File: config.mk
export PLATFORM = sky130hd
export DESIGN_NAME = muldiv_unit_flat
export DESIGN_NICKNAME = d
export VERILOG_FILES = /design/src/rtl/muldiv_unit_if.sv /design/src/rtl/muldiv_unit.sv /design/src/flat_wrapper.sv
export SDC_FILE = /design/constraint.sdc
export NUM_CORES = 1
export LEC_CHECK = 0
export CAP_MARGIN = 20
export CORE_MARGIN = 1
export CORE_UTILIZATION = 26
export DETAILED_ROUTE_END_ITERATION = 12
export PLACE_DENSITY = 0.49
export SETUP_SLACK_MARGIN = 0.3
export SKIP_LAST_GASP = 1
export SYNTH_ARGS = -nofsm -noshare
export SYNTH_HDL_FRONTEND = slang
export SYNTH_SLANG_ARGS = --single-unit
File: constraint.sdc
create_clock -name clk -period 8.7 [get_ports clk]
set_input_delay 2.61 -clock clk [delete_from_list [all_inputs] [get_ports clk]]
set_output_delay 2.61 -clock clk [all_outputs]
set_load 0.01 [all_outputs]
File: src/rtl/muldiv_unit_if.sv
// Issue/writeback bundle between the issue stage, the RV32M unit and the register file.
interface muldiv_unit_if;
  logic        start;
  logic        flush;
  logic [2:0]  op;
  logic [31:0] rs1_data;
  logic [31:0] rs2_data;
  logic [4:0]  rd_addr;
  logic        busy;
  logic        done;
  logic        wr_en;
  logic [4:0]  wr_addr;
  logic [31:0] wr_data;

  modport master (
    output start, flush, op, rs1_data, rs2_data, rd_addr,
    input  busy, done, wr_en, wr_addr, wr_data
  );

  modport slave (
    input  start, flush, op, rs1_data, rs2_data, rd_addr,
    output busy, done, wr_en, wr_addr, wr_data
  );
endinterface

File: src/rtl/muldiv_unit.sv
// Iterative RV32M multiply/divide: 32 radix-2 iterations on operand magnitudes,
// sign correction and result select in a final cycle, then a one-cycle write request.
module muldiv_unit (
  input  logic           clk,
  input  logic           rst,
  muldiv_unit_if.slave   bus
);

  typedef enum logic [1:0] {
    ST_IDLE   = 2'd0,
    ST_RUN    = 2'd1,
    ST_FINISH = 2'd2
  } state_t;

  state_t      state_r, state_s;
  logic        accept_s, finish_s;
  logic [4:0]  cnt_r;
  logic [2:0]  op_r;
  logic [32:0] acc_hi_r;
  logic [31:0] acc_lo_r;
  logic [31:0] opnd_r;
  logic        neg_a_r, neg_b_r, div_zero_r;
  logic        busy_r, done_r, wr_en_r;
  logic [4:0]  wr_addr_r;
  logic [31:0] wr_data_r;

  logic        sgn_a_s, sgn_b_s;
  logic [31:0] mag_a_s, mag_b_s;
  logic [32:0] sum_s, rem_sh_s;
  logic [33:0] diff_s;
  logic        ge_s;
  logic [63:0] prod_s;
  logic [31:0] quot_s, rem_s, result_s;

  function automatic logic [31:0] neg32(input logic [31:0] v);
    return ~v + 32'd1;
  endfunction

  // Operand signedness decode on the issuing op.
  always_comb begin
    sgn_a_s = 1'b0;
    sgn_b_s = 1'b0;
    case (bus.op)
      3'd0, 3'd1, 3'd4, 3'd6: begin
        sgn_a_s = bus.rs1_data[31];
        sgn_b_s = bus.rs2_data[31];
      end
      3'd2: begin
        sgn_a_s = bus.rs1_data[31];
        sgn_b_s = 1'b0;
      end
      default: begin
        sgn_a_s = 1'b0;
        sgn_b_s = 1'b0;
      end
    endcase
    mag_a_s = sgn_a_s ? neg32(bus.rs1_data) : bus.rs1_data;
    mag_b_s = sgn_b_s ? neg32(bus.rs2_data) : bus.rs2_data;
  end

  // Next-state logic; flush always wins over start and over completion.
  always_comb begin
    state_s  = state_r;
    accept_s = 1'b0;
    finish_s = 1'b0;
    case (state_r)
      ST_IDLE: begin
        if (bus.start && !bus.flush) begin
          state_s  = ST_RUN;
          accept_s = 1'b1;
        end else begin
          state_s = ST_IDLE;
        end
      end
      ST_RUN: begin
        if (bus.flush) begin
          state_s = ST_IDLE;
        end else if (cnt_r == 5'd31) begin
          state_s = ST_FINISH;
        end else begin
          state_s = ST_RUN;
        end
      end
      ST_FINISH: begin
        state_s = ST_IDLE;
        if (bus.flush) begin
          finish_s = 1'b0;
        end else begin
          finish_s = 1'b1;
        end
      end
      default: state_s = ST_IDLE;
    endcase
  end

  // One iteration of shift-add (multiply) and restoring shift-subtract (divide).
  always_comb begin
    sum_s    = acc_hi_r + (acc_lo_r[0] ? {1'b0, opnd_r} : 33'd0);
    rem_sh_s = {acc_hi_r[31:0], acc_lo_r[31]};
    diff_s   = {1'b0, rem_sh_s} - {2'b00, opnd_r};
    ge_s     = ~diff_s[33];
  end

  // Sign correction and result select; a zero divisor keeps the all-ones quotient.
  always_comb begin
    prod_s = {acc_hi_r[31:0], acc_lo_r};
    if (neg_a_r ^ neg_b_r) begin
      prod_s = ~prod_s + 64'd1;
    end else begin
      prod_s = {acc_hi_r[31:0], acc_lo_r};
    end
    quot_s = ((neg_a_r ^ neg_b_r) && !div_zero_r) ? neg32(acc_lo_r) : acc_lo_r;
    rem_s  = neg_a_r ? neg32(acc_hi_r[31:0]) : acc_hi_r[31:0];
    case (op_r)
      3'd0:             result_s = prod_s[31:0];
      3'd1, 3'd2, 3'd3: result_s = prod_s[63:32];
      3'd4, 3'd5:       result_s = quot_s;
      default:          result_s = rem_s;
    endcase
  end

  // Control state and registered outputs.
  always_ff @(posedge clk or posedge rst) begin
    if (rst) begin
      state_r   <= ST_IDLE;
      cnt_r     <= 5'd0;
      busy_r    <= 1'b0;
      done_r    <= 1'b0;
      wr_en_r   <= 1'b0;
      wr_addr_r <= 5'd0;
      wr_data_r <= 32'd0;
    end else begin
      state_r <= state_s;
      cnt_r   <= accept_s ? 5'd0 : ((state_r == ST_RUN) ? cnt_r + 5'd1 : cnt_r);
      busy_r  <= (state_s == ST_RUN) || (state_s == ST_FINISH) || finish_s;
      done_r  <= finish_s;
      wr_en_r <= finish_s && (wr_addr_r != 5'd0);
      if (accept_s) begin
        wr_addr_r <= bus.rd_addr;
      end
      if (finish_s) begin
        wr_data_r <= result_s;
      end
    end
  end

  // Datapath: load magnitudes at acceptance, iterate while running.
  always_ff @(posedge clk or posedge rst) begin
    if (rst) begin
      op_r       <= 3'd0;
      acc_hi_r   <= 33'd0;
      acc_lo_r   <= 32'd0;
      opnd_r     <= 32'd0;
      neg_a_r    <= 1'b0;
      neg_b_r    <= 1'b0;
      div_zero_r <= 1'b0;
    end else if (accept_s) begin
      op_r       <= bus.op;
      acc_hi_r   <= 33'd0;
      acc_lo_r   <= bus.op[2] ? mag_a_s : mag_b_s;
      opnd_r     <= bus.op[2] ? mag_b_s : mag_a_s;
      neg_a_r    <= sgn_a_s;
      neg_b_r    <= sgn_b_s;
      div_zero_r <= (bus.rs2_data == 32'd0);
    end else if (state_r == ST_RUN) begin
      if (op_r[2]) begin
        acc_hi_r <= ge_s ? diff_s[32:0] : rem_sh_s;
        acc_lo_r <= {acc_lo_r[30:0], ge_s};
      end else begin
        acc_hi_r <= {1'b0, sum_s[32:1]};
        acc_lo_r <= {sum_s[0], acc_lo_r[31:1]};
      end
    end
  end

  assign bus.busy    = busy_r;
  assign bus.done    = done_r;
  assign bus.wr_en   = wr_en_r;
  assign bus.wr_addr = wr_addr_r;
  assign bus.wr_data = wr_data_r;

endmodule

File: src/flat_wrapper.sv
// flat-port wrapper written by rule: the top's interface ports become plain ports
module muldiv_unit_flat 
  (clk, rst, bus_start, bus_flush, bus_op, bus_rs1_data, bus_rs2_data, bus_rd_addr, bus_busy, bus_done, bus_wr_en, bus_wr_addr, bus_wr_data);
  muldiv_unit_if bus_i ();
  input  logic clk;
  input  logic rst;
  input wire logic [$bits(bus_i.start)-1:0] bus_start;
  input wire logic [$bits(bus_i.flush)-1:0] bus_flush;
  input wire logic [$bits(bus_i.op)-1:0] bus_op;
  input wire logic [$bits(bus_i.rs1_data)-1:0] bus_rs1_data;
  input wire logic [$bits(bus_i.rs2_data)-1:0] bus_rs2_data;
  input wire logic [$bits(bus_i.rd_addr)-1:0] bus_rd_addr;
  output wire logic [$bits(bus_i.busy)-1:0] bus_busy;
  output wire logic [$bits(bus_i.done)-1:0] bus_done;
  output wire logic [$bits(bus_i.wr_en)-1:0] bus_wr_en;
  output wire logic [$bits(bus_i.wr_addr)-1:0] bus_wr_addr;
  output wire logic [$bits(bus_i.wr_data)-1:0] bus_wr_data;
  assign bus_i.start = bus_start;
  assign bus_i.flush = bus_flush;
  assign bus_i.op = bus_op;
  assign bus_i.rs1_data = bus_rs1_data;
  assign bus_i.rs2_data = bus_rs2_data;
  assign bus_i.rd_addr = bus_rd_addr;
  assign bus_busy = bus_i.busy;
  assign bus_done = bus_i.done;
  assign bus_wr_en = bus_i.wr_en;
  assign bus_wr_addr = bus_i.wr_addr;
  assign bus_wr_data = bus_i.wr_data;
  muldiv_unit u_core (.clk(clk), .rst(rst), .bus(bus_i));
endmodule
==> flow_results.org, run 1 <==
** Run status
- The flow ran to the end, and the final reports show no timing, DRC or antenna violations.

** Layout
- Layout filler cell count :: ~6000
- Leading cell type in the layout, fill and taps excluded :: nand2_1
- Storage element area :: around 3800 um2
- Most used cells in the layout excluding fill and tap cells :: 228 x nand2_1, 217 x nor2_1, 181 x o21ai_0
- The final layout contains 2165 nets.
- Compared with the post-synthesis result, the final layout area differs by 15.4%.
- Proportion of layout cells with a drive suffix above 1 :: under 10%
- The repair_antennas step left the layout with diodes totalling 0.
- The multi-input combinational cells in the finished layout cover a total of approximately 10000 um2.

** Placed design
- Once detailed placement completed, the half-perimeter wirelength came to roughly 46000 um.
- Weighted congestion reported at the end of routability-driven placement :: approximately 0.94
- Port buffering added 115 buffers.

** Power
- The analysis attributes to cell leakage a power of 0.00689 uW.
- In this run the power density over the cells is roughly 300 nW/um2.
- Worst voltage drop across the vdd grid :: 125 uV
- PnR Total Power :: 5180 uW

** Global route
- The number of global-route vias before repair is around 14000.
- For this run the aggregate overflow at the end of global routing stands at 0.
- Wire length of the first global-routing pass :: 90300 um
- In the global route stage, overall resource usage came out at about a fifth.
- Largest net degree at the start of global routing :: 87
- Antenna violations before repair :: 0

** Synthesis
- Top FF cell, synth :: dfrtp_1
- After synthesis the netlist holds a flip-flop and latch count of 150.
- Synthesis handed over a netlist of between 2000 and 2500 instances.
- Number of synthesized flops with an enable pin :: 0
- Yosys printed 0 warnings.
- Count of unique library cells instantiated by Yosys :: 82
- When the netlist entered floorplanning its net count stood at between 2000 and 2500.
- The cell area that synthesis handed to floorplanning was 15000 um2.
- Share of synthesized registers carrying an async set or reset :: 100%
- Portion of the post-synthesis area used by sequential elements :: 25.1%
- Mean instance size in the synthesized netlist :: around 7.4 um2

** Floorplan
- Die area :: 58600 um2
- In this run the standard cell core region covers approximately 57000 um2.
- The floorplan step set the die height to between 200 and 250 um.
- Std-Cell Rows :: between 80 and 90
- Horizontal die dimension :: between 200 and 250 um
- roughly 120 I/O pins were placed.
- Starting Density :: between 20% and 30%

** CTS
- TritonCTS built the clock tree.
- The tree is rooted in a clkbuf_16.
- H-Tree Depth :: 4
- Insertion delay to the later sink of the worst-skew pair :: between 0.4 and 0.5 ns
- In this run, post-CTS hold repair placed 0 buffers.
- Clock tree synthesis found a total of 150 sinks.
- After clock tree synthesis, the clock-pin slew on the worst setup and hold paths is 0.06 ns.
- Once the clock tree was built, the setup fixing pass inserted 0 buffers.
- Counting along the longest clock path gives a buffer depth of 2.
- Number of buffers added by the clock tree synthesis step :: 17
- Once the clock tree was built, the resizer swapped 0 gates to a different size.

** Critical path
- Data arrives at the worst endpoint at approximately 5.7 ns.
- STA puts the critical path data required time at about 9 ns.
- STA classifies the critical path startpoint as an input pin.
- Max FO, Critical Path :: 5
- STA classifies the critical path endpoint as a flop.
- Classification of the worst setup path :: in2reg

** Drt
- The detailed router finished its first iteration with 1317 violations.
- For this run, design rule violations remaining after detail routing come to 0.
- Total number of vias :: approximately 15000
- Number of vias per cell :: 5.54
- Total detailed-routing wirelength :: 59900 um
- Detail Route Antenna Nets :: 0
- Drt wl/cell :: approximately 21 um
- Number of search-and-repair iterations in the first detailed-routing pass :: 5

** Min path
- The min-delay analysis places its worst path in the category reg2reg.

** Timing
- Achievable Freq :: around 190 MHz
- Worst setup skew after layout :: about 0.019 ns
- Number of slew-limit violations in the final report :: 0
- Measured against its own limit, the worst slew margin works out to 25.0%.
- Setup repair after global routing left no endpoint under its margin.
- Final Hold Violating Endpoints :: 0
- Final worst-path cycle share :: 61.3%
- Hold WS :: around 0.48 ns
- Min Tclk post-route :: about 5.3 ns
- For the pin with the worst max-slew slack, the measured transition is ~1.1 ns.
- Setup TNS after final layout :: 0 ns
- Setup violations remaining at the end of the flow were counted as 0.

** Job
- Number of maximum-capacitance constraint violations :: 0
==> registers in the layout, indices dropped and copies added, names as in the netlist <==
name	flops
u_core.state_r	2
u_core.bus.wr_addr	5
u_core.opnd_r	32
u_core.neg_a_r	1
u_core.neg_b_r	1
u_core.bus.wr_data	32
u_core.div_zero_r	1
u_core.cnt_r	5
u_core.op_r	3
u_core.acc_lo_r	32
u_core.bus.done	1
u_core.acc_hi_r	33
u_core.bus.busy	1
u_core.bus.wr_en	1
==> synthesized netlist by cell type, types with 7 or more instances <==
| cell type | n | share of area (%) |
|---|---|---|
| o21a_1 | 15 | 0.75 |
| xnor2_1 | 111 | 6.5 |
| mux2i_1 | 41 | 2.7 |
| nor4_1 | 15 | 0.63 |
| o221ai_1 | 20 | 1.2 |
| a211oi_1 | 32 | 1.6 |
| a21o_1 | 33 | 1.7 |
| a21oi_1 | 174 | 5.8 |
| buf_1 | 15 | 0.38 |
| o22ai_1 | 21 | 0.88 |
| a31oi_1 | 40 | 1.7 |
| o211ai_1 | 41 | 2.1 |
| xor2_1 | 78 | 4.6 |
| clkbuf_1 | 123 | 3.1 |
| a311oi_1 | 7 | 0.41 |
| or3_1 | 9 | 0.38 |
| nor2b_1 | 13 | 0.54 |
| nor3_1 | 61 | 2.0 |
| nor2_1 | 218 | 5.5 |
| or4_1 | 10 | 0.50 |
| o21ai_1 | 7 | 0.23 |
| buf_2 | 8 | 0.27 |
| and3_1 | 11 | 0.46 |
| nand2b_1 | 17 | 0.71 |
| ha_1 | 70 | 5.8 |
| a221oi_1 | 9 | 0.53 |
| o21ai_0 | 181 | 6.0 |
| nand3_1 | 26 | 0.87 |
| o31ai_1 | 29 | 1.5 |
| dfrtp_1 | 150 | 25 |
| and2_1 | 13 | 0.54 |
| nand2_1 | 228 | 5.7 |
| nand4_1 | 8 | 0.33 |
| a22oi_1 | 11 | 0.55 |
| inv_1 | 60 | 1.5 |
==> area by class of cell <==
| type | instances | share of cell area [%] |
|---|---|---|
| Multi-Input combinational cell | 1654 | 60.5 |
| Sequential cell | 150 | 21.7 |
| Timing Repair Buffer | 133 | 7.41 |
| Tap cell | 756 | 5.47 |
| Clock buffer | 21 | 2.66 |
| Inverter | 61 | 1.35 |
| Clock inverter | 11 | 0.847 |
==> cells by family after synthesis <==
kind of cell,synth area share (%)
adder cells (fa/ha/maj),6.11
AND/OR/NAND/NOR,20.8
AO/OA/AOI/OAI,28.5
XOR/XNOR,11.0
flip-flops,25.1
multiplexers,3.04
buffers and inverters,5.48
==> metal layers <==
| layer | wire length, um | share of wire, % | GRT usage (%) | vias to the layer above |
|---|---|---|---|---|
| li1 | - | - | - | 7289 |
| met1 | 27800 | 46 | 27.7 | 7523 |
| met2 | 27200 | 45 | 31.8 | 574 |
| met3 | 3490 | 5.8 | 2.76 | 61 |
| met4 | 1350 | 2.2 | 6.07 | 0 |
| met5 | 0 | 0 | 0 | - |
==> final timing paths <==
check / from / end / slack [ns] / cells after the start
worst max register to register: u_core.acc_lo_r[0] / u_core.acc_hi_r[31] / 4.01 / 13
worst min register to register: u_core.bus.wr_data[2] / u_core.bus.wr_data[2] / 0.48 / 2
worst max-delay path: bus_rs2_data[8] / u_core.opnd_r[30] / 3.37 / 10
min in group asynchronous: rst / u_core.acc_hi_r[21] / 2.56 / 2
worst min-delay path: u_core.bus.wr_data[2] / u_core.bus.wr_data[2] / 0.48 / 2
max in group asynchronous: rst / u_core.op_r[2] / 4.98 / 3
==> stage by stage <==
| stage | std cells | cell area [um2] | utilization, % | setup slack [ns] |
|---|---|---|---|---|
| finish | 2786 | 17300 | 30.5 | 3.37 |
| global route | 2786 | 17300 | 30.5 | 3.10 |
| CTS | 2786 | 17300 | 30.5 | 3.39 |
| detailed placement | 2754 | 16700 | 29.4 | 2.90 |
| global placement | 2754 | 16700 | 29.4 | 2.94 |
| floorplan | 2014 | 15000 | - | 2.05 |
==> critical path, stage by stage <==
cell,delay [ns]
clkdlybuf4s50_1,0.47
or4_1,0.58
nor3_1,0.27
and2b_1,0.25
nand2_1,0.09
nor4_1,0.46
nand2_1,0.18
o41ai_1,0.36
xor2_1,0.23
o221ai_1,0.15
==> report_power, final <==
part / total [uW] / switching [uW] / internal [uW]
combinational: 3010 / 1800 / 1210
sequential: 1360 / 498 / 866
clock: 807 / 341 / 467
total: 5180 / 2630 / 2550
(Power assumes the default switching activity.)
==> run 2: changes to the inputs <==
- PLACE_DENSITY: 0.49 -> 0.5
- clock period: 8.7 -> 4.7 ns (I/O delays scaled with it)
==> flow_results.org, run 2 (synthesis results as in run 1) <==
** Global route
- The global route total overflow came to 0 (unchanged).
- Vias in the first global route :: 14300 (was 14400)
- Antenna violations before repair :: 0 (unchanged)
- The maximum number of pins on one net before global-route repair came to 85 (was 87).
- Wire length of the first global-routing pass :: 89900 um (was 90300 um)
- Overall global routing resource usage :: 20.0% (was 19.9%)

** Timing
- The headroom to the max-slew limit was 33.4% (was 25.0%).
- The slew at the pin closest to its max-slew limit is 0.974 ns (was 1.12 ns).
- Setup repair after global routing missed its margin :: no (unchanged)
- The final worst hold slack is 0.476 ns (was 0.480 ns).
- After layout, the worst path uses between 80% and 90% of the clock period.
- The final number of hold-violating endpoints was 0 (unchanged).
- Min Tclk post-route :: 4.04 ns
- Derived from the worst setup path, the maximum achievable clock frequency is around 250 MHz.
- The final sum of negative setup slack was 0 ns (unchanged).
- The count of final setup violators was 0 (unchanged).
- The max-slew violation count was 0 (unchanged).
- Worst setup skew after layout :: 0.00733 ns (was 0.0185 ns)

** Critical path
- Delay contributed by the slowest stage of the critical path :: 0.59 ns (was 0.58 ns)
- Max FO, Critical Path :: 4 (was 5)
- Critical Path, Cell by Cell: clkdlybuf4s50_1 -> or4_1 -> nor4_1 -> buf_4 -> nand3_1 -> nor4_1 -> buf_4 -> nand2_1 -> o21ai_0 -> nand2_1 -> o21ai_0 -> o311a_1 (was clkdlybuf4s50_1 -> or4_1 -> nor3_1 -> and2b_1 -> nand2_1 -> nor4_1 -> nand2_1 -> o41ai_1 -> xor2_1 -> o221ai_1).
- The critical path data required time was 5.10 ns (was 9.02 ns).
- Count of buffering cells on the critical path with inverters included :: 3 (was 1)
- The worst reg2reg path endpoint is u_core.bus.wr_data[28] (was u_core.acc_hi_r[31]).
- The critical path startpoint category is an input pin (unchanged).
- Crit path capture :: u_core.acc_lo_r[31] (was u_core.opnd_r[30])
- Kind of cell with the highest combined delay on the critical path :: simple AND/OR/NAND/NOR gates (unchanged)
- The number of cells on the worst reg-to-reg path is 12 (was 13).
- WP depth :: 12 (was 10)
- Register-to-register setup slack :: 0.80 ns (was 4.01 ns)
- The worst reg2reg path startpoint is u_core.acc_lo_r[0] (unchanged).
- Critical path capture point type :: flop (unchanged)
- Classification of the worst setup path :: in2reg (unchanged)
- Critical Path Source :: bus_rs2_data[14] (was bus_rs2_data[8])
- The highest-delay cell along the critical path is or4_1 (unchanged).
- The worst endpoint data arrival time is 4.44 ns (was 5.65 ns).

** Floorplan
- The die area came to 58600 um2 (unchanged).
- Top-Level Pins :: 116 (unchanged)
- Std-Cell Rows :: 87 (unchanged)
- Area inside the core boundary :: 56700 um2 (unchanged)
- The starting density of the core came to 26.4% (unchanged).
- The floorplan die width is 242 um (unchanged).
- Die height :: 242 um (unchanged)

** Min path
- Worst Hold Class :: reg2reg (unchanged)

** Drt
- The number of design rule violations left after detail routing is 0 (unchanged).
- Number of vias per cell :: 5.48 (was 5.54)
- Metal-1 WL :: 27500 um (was 27800 um)
- Drt wl/cell :: 21.2 um (was 21.5 um)
- The number of nets with antenna violations after detailed routing came to 0 (unchanged).
- The top routing layer in use was met4 (unchanged).
- Total detailed-routing wirelength :: 59700 um (was 59900 um)
- The met3 wire length was 3680 um (was 3490 um).
- The first-iteration detailed-routing DRC count came to 1333 (was 1317).
- The total vias in the final route was 15400 (about the same).
- Number of search-and-repair iterations in the first detailed-routing pass :: 5 (unchanged)
- The total length of routed met2 wires is 26900 um (was 27200 um).

** CTS
- Clock slew at the register clock pins of the worst setup and hold paths :: 0.06 ns (about the same)
- The post-cts hold buffer count is 0 (unchanged).
- Clock tree from TritonCTS :: yes (unchanged)
- Number of sinks on the clock net :: 150 (unchanged)
- The clock tree root driver cell was clkbuf_16 (unchanged).
- The depth of the CTS H-tree was 4 (unchanged).
- Insertion delay to the later sink of the worst-skew pair :: 0.46 ns (was 0.48 ns)
- Number of resized instances in the post-cts repair step :: 0 (unchanged)
- The number of buffers inserted by post-CTS setup repair was 0 (unchanged).
- The number of CTS-inserted buffers came to 17 (unchanged).
- Clock Path Buffers :: 2 (unchanged)

** Layout
- Proportion of layout cells with a drive suffix above 1 :: 5.82% (was 4.33%)
- Leading cell type in the layout, fill and taps excluded :: nand2_1 (unchanged)
- Most used cells in the layout excluding fill and tap cells: 228 x nand2_1, 217 x nor2_1, 181 x o21ai_0 (unchanged).
- Antenna fix cells :: 0 (unchanged)
- Storage element area :: 3750 um2 (unchanged)
- The multi-input gate area in the final layout was 10500 um2 (about the same).
- The number of flip-flops under the largest register name came to 33 (unchanged).
- Largest reg by FF count :: u_core.acc_hi_r (unchanged)
- Fin nets :: 2197 (was 2165)
- The area growth from synthesis to layout was 17.6% (was 15.4%).
- The fill cell instance count of the final layout is 6032 (was 6151).

** Placed design
- Weighted congestion reported at the end of routability-driven placement :: 0.922 (was 0.935)
- The count of buffers inserted at the top-level ports was 115 (unchanged).
- Post-detailed-placement half-perimeter wirelength :: 46800 um (was 45500 um)

** Run status
- Run status: completed (unchanged).

** Power
- Static leakage power :: 0.00708 uW (was 0.00689 uW)
- PD cells :: 557 nW/um2 (was 300 nW/um2)
- Worst voltage drop across the vdd grid :: 261 uV (was 125 uV)

** Job
- The max-capacitance violation count was 0 (unchanged).
-- run 2: layer usage --
metal,global-route usage (%),vias up
li1,-,7365
met1,27.3,7477
met3,3.30,62
met2,31.3,536
met4,7.69,0
met5,0,-
-- run 2: worst min-delay path by stage --
stage	depth (start not counted)	from	slack, ns	end
floorplan	1	u_core.opnd_r[15]	0.45	u_core.opnd_r[15]
global placement	2	u_core.bus.wr_data[2]	0.47	u_core.bus.wr_data[2]
detailed placement	2	u_core.bus.wr_data[21]	0.47	u_core.bus.wr_data[21]
CTS	2	u_core.bus.wr_data[21]	0.48	u_core.bus.wr_data[21]
global route	1	u_core.opnd_r[18]	0.51	u_core.opnd_r[18]
finish	2	u_core.bus.wr_data[21]	0.48	u_core.bus.wr_data[21]
-- run 2: worst register-to-register path: stages, from the launching register on --
cell	delay, ns
dfrtp_1	0.38
inv_1	0.17
buf_4	0.20
ha_1	0.21
or3b_2	0.52
nor4_2	0.42
nand4_2	0.35
or2_1	0.54
nor2_1	0.26
mux2i_1	0.21
o221ai_1	0.12
a21oi_1	0.32
nor2_1	0.07
-- run 2: where the power goes --
part	leakage [uW]	total (uW)	switching (uW)	internal, uW
clock	0.000318	1580	609	972
sequential	0.00191	2340	728	1610
combinational	0.00486	5900	3540	2360
total	0.00708	9810	4880	4940
-- run 2: area by class of cell --
| cell class | instances | area share (%) |
|---|---|---|
| flip-flops and latches | 150 | 21.3 |
| clock inverters | 11 | 1.10 |
| clock buffers | 21 | 2.61 |
| multi-input cells | 1654 | 59.4 |
| repair buffers | 165 | 8.92 |
| well taps | 756 | 5.37 |
| inverters | 61 | 1.32 |
-- run 2: stage by stage --
stage | cell area, um2 | utilization [%] | total power [uW] | worst slack, ns | std cells
6_report | 17600 | 31.1 | 9810 | 0.655 | 2818
5_1_grt | 17600 | 31.1 | 10500 | 0.489 | 2818
4_1_cts | 17600 | 31.1 | 9750 | 0.759 | 2818
3_5_place_dp | 17000 | 29.9 | 8120 | 0.268 | 2786
3_3_place_gp | 17000 | 29.9 | 8090 | 0.286 | 2786
2_1_floorplan | 15000 | - | 6310 | 1.04 | 2014
==> run 3: changes to the inputs <==
- ABC_AREA: not set -> 1
==> flow_results.org, run 3 <==
** Run status
- Run status: completed (unchanged).

** Critical path
- The worst endpoint data arrival time was 3.86 ns (was 4.44 ns).
- The longest individual stage delay on the worst path came to 0.48 ns (was 0.59 ns).
- The critical path startpoint category is a flop (was input pin).
- Classification of the worst setup path :: reg2reg (was in2reg)
- The category of the worst setup path capture point is a flop (unchanged).
- Critical Path, Cell by Cell: buf_4 -> inv_2 -> nand2_1 -> nand2_2 -> nor2_2 -> inv_1 -> a21oi_1 -> o21ai_0 -> a21oi_1 -> nand2_1 -> inv_1 -> o21ai_1 (was clkdlybuf4s50_1 -> or4_1 -> nor4_1 -> buf_4 -> nand3_1 -> nor4_1 -> buf_4 -> nand2_1 -> o21ai_0 -> nand2_1 -> o21ai_0 -> o311a_1).
- Worst endpoint required time :: 5.09 ns (was 5.10 ns)
- Slowest stage cell, crit path :: nor2_2 (was or4_1)
- The largest fanout of any net on the critical path came to 25 (was 4).

** Min path
- The type of the worst min-delay path is reg2reg (unchanged).

** Drt
- The number of design rule violations left after detail routing is 0 (unchanged).
- The detailed-routing iteration count for the pre-antenna-repair pass came to 6 (was 5).
- Total number of vias :: 21900 (was 15400)
- The first-iteration detailed-routing DRC count came to 2003 (was 1333).
- The via-per-instance ratio was 4.89 (was 5.48).
- Detail Route Antenna Nets :: 0 (unchanged)
- The average wire per standard cell is 19.3 um (was 21.2 um).
- Total detailed-routing wirelength :: 86500 um (was 59700 um)

** Power
- PnR Total Power :: 12000 uW (was 9810 uW)
- The power density over cell area was 552 nW/um2 (was 557 nW/um2).
- Combinational power share :: 66.3% (was 60.1%)
- Worst voltage drop across the vdd grid :: 354 uV (was 261 uV)
- The portion of total power attributed to the clock network came to 11.9% (was 16.1%).
- The reported leakage power is 0.0116 uW (was 0.00708 uW).
- The register share of total power is 21.8% (was 23.8%).
- The switching power was 7200 uW (was 4880 uW).
- The cell internal power dissipation came to 4750 uW (was 4940 uW).
- The switching share of power came to 60.2% (was 49.7%).

** CTS
- The TritonCTS sink count came to 150 (unchanged).
- Insertion delay to the later sink of the worst-skew pair :: 0.51 ns (was 0.46 ns)
- Number of resized instances in the post-cts repair step :: 0 (unchanged)
- The number of buffers inserted by post-CTS setup repair came to 0 (unchanged).
- Clock tree from TritonCTS :: yes (unchanged)
- Cell at the root of the clock tree :: clkbuf_16 (unchanged)
- The depth of the CTS H-tree was 4 (unchanged).
- Clock Path Buffers :: 2 (unchanged)
- The clock slew at the register clock pins of the worst setup and hold paths was 0.07 ns (was 0.06 ns).
- Cts hold-fix bufs :: 0 (unchanged)
- The number of CTS-inserted buffers was 17 (unchanged).

** Timing
- Number of slew-limit violations in the final report :: 0 (unchanged)
- The count of final setup violators came to 0 (unchanged).
- Achievable Freq :: 289 MHz (was 247 MHz)
- Final worst-path cycle share :: 73.7% (was 86.1%)
- The slew at the pin closest to its max-slew limit is 0.915 ns (was 0.974 ns).
- The final critical path time including I/O delays and setup was 3.46 ns (was 4.04 ns).
- Setup repair after global routing missed its margin :: no (unchanged)
- The final number of hold-violating endpoints was 0 (unchanged).
- Worst rel slew slack :: 39.0% (was 33.4%)
- Hold WS :: 0.477 ns (was 0.476 ns)
- The final sum of negative setup slack came to 0 ns (unchanged).
- Worst setup skew after layout :: 0.0131 ns (was 0.00733 ns)

** Floorplan
- Die height :: 272 um (was 242 um)
- The area of the placeable core is 71900 um2 (was 56700 um2).
- The row count is 98 (was 87).
- Horizontal die dimension :: 272 um (was 242 um)
- The count of boundary I/O pins is 116 (unchanged).
- Starting Density :: 26.4% (about the same)
- The die area is 74100 um2 (was 58600 um2).

** Synthesis
- The most common cell in the synthesized netlist was nand2_1 (unchanged).
- The share of flip-flops with an asynchronous set or reset is 100% (unchanged).
- The count of unique library cells instantiated by Yosys is 53 (was 82).
- The post-synthesis register bit count is 150 (unchanged).
- Gate count of the mapped netlist :: 3470 (was 2014)
- Mean instance size in the synthesized netlist :: 5.47 um2 (was 7.44 um2)
- Most common library cells after synthesis :: 1315 x nand2_1, 545 x inv_1, 331 x nor2_1 (was 228 x nand2_1, 218 x nor2_1, 181 x o21ai_0)
- Number of synthesized flops with an enable pin :: 0 (unchanged)
- The library cell occupying the most area in the post-synthesis netlist was nand2_1 (was dfrtp_1).
- Portion of the post-synthesis area used by sequential elements :: 19.8% (was 25.1%)
- The flip-flop cell with the highest count after synthesis is dfrtp_1 (unchanged).
- Synthesized netlist net count :: 3618 (was 2162)
- Cells taking the most area after synthesis: nand2_1 26%, dfrtp_1 20%, inv_1 11% (was dfrtp_1 25%, xnor2_1 6.5%, o21ai_0 6.0%).
- The share of Yosys cell area claimed by the top area cell type came to 26.0% (was 25.1%).
- Cell area after technology mapping :: 19000 um2 (was 15000 um2)
- The Yosys warning count came to 0 (unchanged).

** Layout
- Proportion of layout cells with a drive suffix above 1 :: 4.50% (was 5.82%)
- The antenna diode count was 0 (unchanged).
- The most frequent standard cell in the layout excluding fill and tap cells is nand2_1 (unchanged).
- Fin nets :: 3668 (was 2197)
- The register with the highest flop count is u_core.acc_hi_r (unchanged).
- Most used cells in the layout excluding fill and tap cells: 1315 x nand2_1, 543 x inv_1, 329 x nor2_1 (was 228 x nand2_1, 217 x nor2_1, 181 x o21ai_0).
- Synthesis-to-finish area growth :: 14.0% (was 17.6%)
- Flip-flop count of the largest register after layout :: 33 (unchanged)
- Final std cells w/o fill :: 4483 (was 2818)
- The post-route standard cell area excluding fillers came to 21600 um2 (was 17600 um2).

** Global route
- Total congestion overflow :: 0 (unchanged)
- Fraction of met3 tracks used by global routing :: 3.74% (was 3.30%)
- Overall global routing resource usage :: 23.2% (was 20.0%)
- Wire length of the first global-routing pass :: 129000 um (was 89900 um)
- The most used routing layer in global routing was met2 (unchanged).
- The maximum number of pins on one net before global-route repair was 65 (was 85).
- Global-route met2 utilization :: 36.8% (was 31.3%)
- The number of global-route vias before repair came to 20300 (was 14300).
- The met1 global-route usage was 31.3% (was 27.3%).
- The number of antenna violations at the first check in global routing came to 1 (was 0).

** Placed design
- Area after DPL :: 21100 um2 (was 17000 um2)
- Number of I/O port buffers :: 115 (unchanged)
- The global placement routability congestion came to 0.979 (was 0.922).
- The detailed placer's ending HPWL was 69400 um (was 46800 um).
- The number of placed instances with taps included was 4451 (was 2786).

** Job
- The max-capacitance violation count was 0 (unchanged).
==> run 3: cell count changes after synthesis, sizes merged, moves of 34 or more <==
cell    previous run  this run
nor2             219       357
nor3              61        16
clkbuf           123        53
nand3             26       297
mux2i             41         0
a21oi            174       135
buf               26        60
xnor2            111         8
nand2            228      1338
inv               61       570
==> run 3: path summary, 6_finish.rpt <==
check | slack, ns | from | endpoint | depth (start not counted)
min in group asynchronous | 1.33 | rst | u_core.acc_lo_r[3] | 2
hold / removal | 0.48 | u_core.cnt_r[3] | u_core.cnt_r[3] | 1
max in group asynchronous | 2.65 | rst | u_core.acc_hi_r[25] | 3
setup reg to reg | 1.24 | u_core.neg_a_r | u_core.bus.wr_data[4] | 12
hold reg to reg | 0.48 | u_core.cnt_r[3] | u_core.cnt_r[3] | 1
setup / recovery | 1.24 | u_core.neg_a_r | u_core.bus.wr_data[4] | 12
==> run 3: cell families (layout without fill, tap and decap cells) <==
group           count (synthesis)  in the layout  share of synthesized area, %
xor+xnor                       66             66                          3.05
simple gates                 2077           2077                          45.5
compound gates                420            420                          12.7
fa+ha+maj                      72             72                          4.83
buf+inv                       685            748                          14.1
flops                         150            150                          19.8
==> run 3: layout make-up <==
class                      instances  area, um2
clock buffer                      19        453
clock inverter                    13        115
fill                            8315      50200
inverter                         572       2150
multi-input combinational       2635      12600
sequential                       150       3750
tap                              950       1190
timing repair buffer             144       1420
==> run 3: worst max-delay path: cells and delay by family (launching register included) <==
family,cells,cell delay (ns)
AO/OA/AOI/OAI,4,0.86
buffers and inverters,4,1.09
AND/OR/NAND/NOR,4,1.00
flip-flops,1,0.37
==> run 3: per-stage QoR <==
| stage | worst slack, ns | util, % |
|---|---|---|
| floorplan | 1.40 | - |
| global placement | 0.810 | 29.3 |
| detailed placement | 0.823 | 29.3 |
| CTS | 1.31 | 30.1 |
| global route | 0.870 | 30.1 |
| finish | 1.24 | 30.1 |
==> run 3: layer usage <==
metal / wire length, um / part of all wire, %
met5: 12 / 0.014
met4: 3390 / 3.9
met3: 5610 / 6.5
met2: 38300 / 44
met1: 39200 / 45
==> run 3: power groups by stage <==
stage / Sequential (uW) / Combinational (uW) / Clock [uW]
final: 2610 / 7920 / 1420
after global routing: 2590 / 8820 / 1500
after CTS: 2560 / 7800 / 1460
after detailed placement: 2590 / 7760 / 0
after global placement: 2600 / 7770 / 0
after floorplan: 1970 / 5660 / 0
